### src/rtl/branch_predict_unit.sv
// branch_predict_unit: resolves RISC-V branches/jumps from NZCV flags, predicts with a
// PC-indexed table of 2-bit saturating counters and keeps saturating branch/mispredict stats.
module branch_predict_unit #(
    parameter int ENTRIES = 64,
    parameter int STAT_W  = 16
) (
    input  logic              clk,
    input  logic              reset,
    input  logic [31:0]       pred_pc,
    output logic              pred_taken,
    input  logic              res_valid,
    input  logic [31:0]       res_instr,
    input  logic [31:0]       res_pc,
    input  logic [3:0]        res_aluflags,
    input  logic              res_pred,
    output logic              out_valid,
    output logic              taken,
    output logic              mispredict,
    output logic [STAT_W-1:0] branch_count,
    output logic [STAT_W-1:0] mispredict_count
);
    localparam int IDX_W = $clog2(ENTRIES);

    logic [1:0]       ctr [ENTRIES];
    logic [6:0]       opcode;
    logic [2:0]       funct3;
    logic             n, z, c, v;
    logic             is_br, is_jmp, base, cond, res_taken, miss;
    logic [IDX_W-1:0] res_idx;
    logic [1:0]       cur;
    logic             unused_bits;

    always_comb begin
        opcode       = res_instr[6:0];
        funct3       = res_instr[14:12];
        {n, z, c, v} = res_aluflags;
        is_br        = opcode == 7'b1100011;
        is_jmp       = opcode == 7'b1101111 || opcode == 7'b1100111;
        // funct3[0] inverts the base condition; funct3 01x encodes no branch
        base         = funct3[2:1] == 2'b00 ? z : funct3[2:1] == 2'b10 ? n ^ v : !c;
        cond         = funct3[2:1] == 2'b01 ? 1'b0 : base ^ funct3[0];
        res_taken    = is_jmp | (is_br & cond);
        miss         = res_taken != res_pred;
        res_idx      = res_pc[IDX_W+1:2];
        cur          = ctr[res_idx];
    end

    assign pred_taken  = ctr[pred_pc[IDX_W+1:2]][1];
    assign unused_bits = ^{pred_pc[31:IDX_W+2], pred_pc[1:0], res_pc[31:IDX_W+2], res_pc[1:0],
                           res_instr[31:15], res_instr[11:7]};

    always_ff @(posedge clk) begin
        if (reset) begin
            for (int i = 0; i < ENTRIES; i++) ctr[i] <= 2'b01;
            out_valid        <= 1'b0;
            taken            <= 1'b0;
            mispredict       <= 1'b0;
            branch_count     <= '0;
            mispredict_count <= '0;
        end else begin
            out_valid        <= res_valid;
            taken            <= res_valid & res_taken;
            mispredict       <= res_valid & miss;
            branch_count     <= branch_count + STAT_W'(res_valid && (is_br || is_jmp) && !(&branch_count));
            mispredict_count <= mispredict_count + STAT_W'(res_valid && miss && !(&mispredict_count));
            if (res_valid && is_br)
                ctr[res_idx] <= res_taken ? (cur == 2'b11 ? cur : cur + 2'd1)
                                          : (cur == 2'b00 ? cur : cur - 2'd1);
        end
    end
endmodule

### config.mk
export PLATFORM = sky130hd
export DESIGN_NAME = branch_predict_unit
export DESIGN_NICKNAME = d
export VERILOG_FILES = /design/src/rtl/branch_predict_unit.sv
export SDC_FILE = /design/constraint.sdc
export NUM_CORES = 1
export LEC_CHECK = 0
export ABC_AREA = 1
export CAP_MARGIN = 10
export CORE_UTILIZATION = 40
export CTS_CLUSTER_SIZE = 20
export DETAILED_ROUTE_END_ITERATION = 10
export GPL_ROUTABILITY_DRIVEN = 0
export PLACE_DENSITY = 0.68
export REMOVE_ABC_BUFFERS = 1
export SETUP_SLACK_MARGIN = 0.5
export SLEW_MARGIN = 20
export SYNTH_ARGS = -nofsm -noshare
export SYNTH_HDL_FRONTEND = slang
export SYNTH_SLANG_ARGS = --single-unit
### constraint.sdc
create_clock -name clk -period 4.4 [get_ports clk]
set_clock_uncertainty 0.15 [all_clocks]
set_input_delay 0.88 -clock clk [delete_from_list [all_inputs] [get_ports clk]]
set_output_delay 0.88 -clock clk [all_outputs]
set_load 0.005 [all_outputs]
Word level (Yosys, flattened, before mapping) --
Memory sizes are Yosys's and may differ from the RTL's. Index checks and enable logic that the tools add are counted.
Operators by class: bitwise logic cells 6, eq/ne operators 7, reductions and logical operators 15, add/sub/neg operators 4, muxes and demuxes 14
Operator list (count):
- $add A16 B1 Y16 | 2
- $reduce_and A16 Y1 | 2
- $eq A7 B7 Y1 const B | 3
- $mux W1 | 9
- $mux W2 | 4
- $mux W6 | 1
- $logic_and A1 B1 Y1 | 5
- $eq A2 B2 Y1 const B | 2
- $logic_not A2 Y1 | 2
- $and A1 B1 Y1 | 3
- $logic_not A1 Y1 | 3
- $add A2 B1 Y2 const B | 1
- $eq A2 B1 Y1 const B | 1
- $logic_or A1 B1 Y1 | 2
- $reduce_or A2 Y1 | 1
- $sub A2 B1 Y2 const B | 1
- $xor A1 B1 Y1 | 2
- $ne A1 B1 Y1 | 1
- $or A1 B1 Y1 | 1
Word-level totals: output and inout port bits 36, flip-flop bits (word level) 35, RAM bits 128, logic and storage cells 52, memories 1, input port bits 104
Memory list:
- ctr | depth 64, bits a word 2, rd ports 2, clocked after memory_dff 0, write ports 64, line 24 | logic [1:0] ctr [ENTRIES];

Longest topological paths before layout --
word-level depth 11, mapped depth 23, mapped depth without buffers 23

Worst setup path before layout --
OpenSTA, ideal clock, no wires.
kind in2reg, from in res_instr[6], to reg mispredict_count[15], path slack 1.001 ns, arrival 3.178 ns, data required time 4.179 ns, setup time 0.071 ns, stages on the path 17, cell sequence nand2_1 nor2_1 nand4_1 a21oi_1 nand3_1 nand2_1 inv_1 nand2_1 nand3_1 nor2_1 ha_1 nand3_1 nor2_1 nand4_1 or3b_2 or2_2 a21oi_1
On the way: word-level cells in the longest chain between the ends 7
Ends and longest elaborated chain:
- start: declaration | line 12 | input logic [31:0] res_instr,
- $eq A7 B7 Y1, on equally long branches | line 37, 38
- $and A1 B1 Y1 or $logic_or A1 B1 Y1 (tied branches) | line 42, 38
- $or A1 B1 Y1 * | line 42 | res_taken = is_jmp | (is_br & cond);
- $ne A1 B1 Y1 * | line 43 | miss = res_taken != res_pred;
- $logic_and A1 B1 Y1 * (2 in a row) | line 65 | mispredict_count <= mispredict_count + STAT_W'(res_valid && miss && !(&mispredict_count));
- $add A16 B1 Y16 * | line 65
- end signal: assignment | line 65
- end: declaration | line 20 | output logic [STAT_W-1:0] mispredict_count
Mark *: on every way between the ends. The rest lies on a longest branch, timed or not. A chain may end at the register's enable or synchronous reset.

==> flow_metrics.env <==
export IMPL_outcome="complete, no violations"
export IMPL_dp_hpwl_mm=16.7
export IMPL_reg2reg_depth=12
export IMPL_grt_pass1_wl_mm=41.4
export IMPL_start_kind="input pin"
export IMPL_grt_use_total_pct=22.6
export IMPL_swShare_pct=24.3
export IMPL_final_setup_tns_ns=0
export IMPL_design_area_sq_um=11000
export IMPL_setup_violations_final=0
export IMPL_period_share_pct=84.1
export IMPL_pwr_share_seq_pct=44.3
export IMPL_hold_class="reg -> reg"
export IMPL_report_final_slew_viol_count=0
export IMPL_synth_edf_count=128
export IMPL_hold_violations=0
export IMPL_cp_max_fo=64
export IMPL_placed_area_sq_um=10300
export IMPL_p_clk_share_pct=44.9
export IMPL_r2r_slack_ns=1.79
export IMPL_combPwrFrac_pct=10.8
export IMPL_cts_htree_levels=4
export IMPL_holdPathStages=2
export IMPL_crit_required_ns=4.53
export IMPL_cts_tree="done"
export IMPL_slew_headroom_pct=43.2
export IMPL_layout_min_cycle_time_ns=3.70
export IMPL_switchingPower_uw=927
export IMPL_synth_area_sq_um=9260
export IMPL_power_density_nw_per_um2=345
export IMPL_ios=140
export IMPL_internal_power_uw=2890
export IMPL_io_buffers=65
export IMPL_endpoint_kind="flip-flop"
export IMPL_r2r_start="ctr[26][1]"
export IMPL_drt_iter0_markers=785
export IMPL_drt_wl_total_mm=25.7
export IMPL_clock_fmax_mhz=270
export IMPL_ant_nets=0
export IMPL_setup_worst_path_start="res_pc[4]"
export IMPL_rsz0062_at_grt="no"
export IMPL_setup_worst_path_class="in -> reg"
export IMPL_power_uw=3810
export IMPL_clk_pin_slew_ns=0.07
export IMPL_core_sq_um=22600
export IMPL_fin_nets=1429
export IMPL_n_antenna_cell=0
export IMPL_holdCritStartpoint="mispredict_count[5]"
export IMPL_via_per_inst=5.28
export IMPL_avgSynthCellArea_sq_um=7.36
export IMPL_seq_area_frac_synth_pct=49.1
export IMPL_grt_max_degree=74
export IMPL_area_growth_pct=19.3
export IMPL_synth_ff_type="edfxtp_1"
export IMPL_start_util_pct=40.9
export IMPL_hold_buffers=0
export IMPL_ys_types=35
export IMPL_die_area_sq_um=23800
export IMPL_hold_slack_ns=0.350
export IMPL_p_leak_uw=0.00428
export IMPL_crit_arrival_ns=3.83
export IMPL_clockRootBuffer="clkbuf_16"
export IMPL_clk_latency_ns=0.43
export IMPL_drv_cap=0
export IMPL_cts_max_path_buffers=2
export IMPL_cts_buffers=17
export IMPL_ir_drop_mv=0.258
export IMPL_r2r_end="ctr[31][1]"
export IMPL_netlist_instances=1258
export IMPL_worst_slew_pin_slew_ns=0.851
export IMPL_die_h_um=154
export IMPL_avgRoutedWirePerCell_um=15.9
export IMPL_yosys_warnings=0
export IMPL_synth_seq_cells=163
export IMPL_min_to="mispredict_count[5]"
export IMPL_grt_pass1_vias=8245
export IMPL_first_pass_iters=6
export IMPL_die_w_um=154
export IMPL_overflow=0
export IMPL_vias=8554
export IMPL_drc_errors=0
export IMPL_drive_above_1_share_pct=6.90
export IMPL_fp_row_count=55
export IMPL_antenna_found_initial=0
export IMPL_cts_sinks=163
export IMPL_synth_async_sr_flop_share_pct=0
## area by class of cell
cell class | instances | area [sq um]
fill | 2147 | 11600
tap | 285 | 357
inverter | 191 | 717
clock inverter | 14 | 249
clock buffer | 18 | 429
timing repair buffer | 103 | 1040
multi-input combinational | 845 | 3700
sequential | 163 | 4540
## metal layers
metal	part of all wire, %	up-vias	routed length (um)	GRT usage [%]
met3	9.7	57	2480	5.16
met4	2.7	0	695	8.19
li1	-	4136	-	-
met5	0	-	0	0
met2	48	405	12300	38.2
met1	40	3956	10200	28.1
## stage by stage
step | setup slack (ns) | util, % | std cells
after CTS | 0.501 | 48.6 | 1614
after global routing | 0.522 | 48.8 | 1619
after global placement | 0.183 | 45.4 | 1581
after detailed placement | 0.0474 | 45.4 | 1581
final | 0.699 | 48.8 | 1619
after floorplan | 0.0223 | - | 1199
## registers in the layout (all words and copies together) (netlist names)
name and cells:
branch_count 16, ctr 128, mispredict 1, mispredict_count 16, out_valid 1, taken 1
## cell usage in the layout (no fill, tap or decap), types with 2 or more instances in the layout
cell / n
nand2_1: 358
inv_1: 187
nor2_1: 187
edfxtp_1: 128
nand3_1: 120
clkdlybuf4s50_1: 62
o21ai_0: 58
a21oi_1: 37
dfxtp_1: 35
buf_4: 28
nor3_1: 19
o211ai_1: 17
clkbuf_16: 17
nand4_1: 7
o21ai_1: 7
buf_12: 7
nor2_2: 6
bufinv_16: 6
or2_2: 5
ha_1: 4
nand2_2: 3
inv_2: 3
o21a_1: 3
inv_6: 3
xnor2_1: 2
nor3b_1: 2
clkinvlp_4: 2
inv_8: 2
clkbuf_2: 2
## worst max-delay path, stage by stage
cell and delay, ns:
clkdlybuf4s50_1 0.71, buf_4 0.23, inv_2 0.04, nor2_2 0.49
nand3_1 0.23, nand2_1 0.12, o21ai_0 0.10, nand2_1 0.18
nor2_1 0.10, nand2_1 0.14, nand2_2 0.09, nand2_1 0.08
nand2_2 0.06, buf_12 0.22, nor2_1 0.13
## power groups by stage
stage                     sequential, uW  clock [uW]  combinational (uW)
after floorplan                     1720           0                 207
after global placement              1720           0                 390
after detailed placement            1720           0                 396
after CTS                           1690        1730                 403
after global routing                1690        1790                 451
final                               1690        1710                 410
## worst max-delay path by stage
stage,end,slack [ns],cells after the start
after floorplan,ctr[0][1],0.02,12
after global placement,mispredict_count[15],0.18,18
after detailed placement,mispredict_count[15],0.05,18
after CTS,mispredict_count[15],0.50,18
after global routing,mispredict_count[14],0.52,24
final,ctr[31][1],0.70,15
## synthesized netlist by cell type, drive strengths merged, types with 3 or more instances
cell      n  area (sq um)
a21oi    37           185
buf      35           223
clkbuf   24          90.1
dfxtp    35           701
edfxtp  128          3840
ha        4          50.1
inv     190           713
nand2   361          1360
nand3   120           601
nand4     7          43.8
nor2    193           732
nor3     19          95.1
o211ai   17           128
o21a      3          22.5
o21ai    67           347
or2       6          37.5
## logic make-up after synthesis
logic type               Yosys count  synth area share, %
AND/OR/NAND/NOR                  712                 31.4
XOR/XNOR                           3                0.284
flip-flops                       163                 49.1
adder cells (fa/ha/maj)            4                0.541
AO/OA/AOI/OAI                    126                 7.54
buffers and inverters            250                 11.1
## repair_timing
action	CTS	global route
gates cloned	1	0
setup buffers	0	5
pin swaps	0	5
endpoints found under the setup margin	1	7
gates resized for setup	8	13
Power figures use the tool's default switching activity.
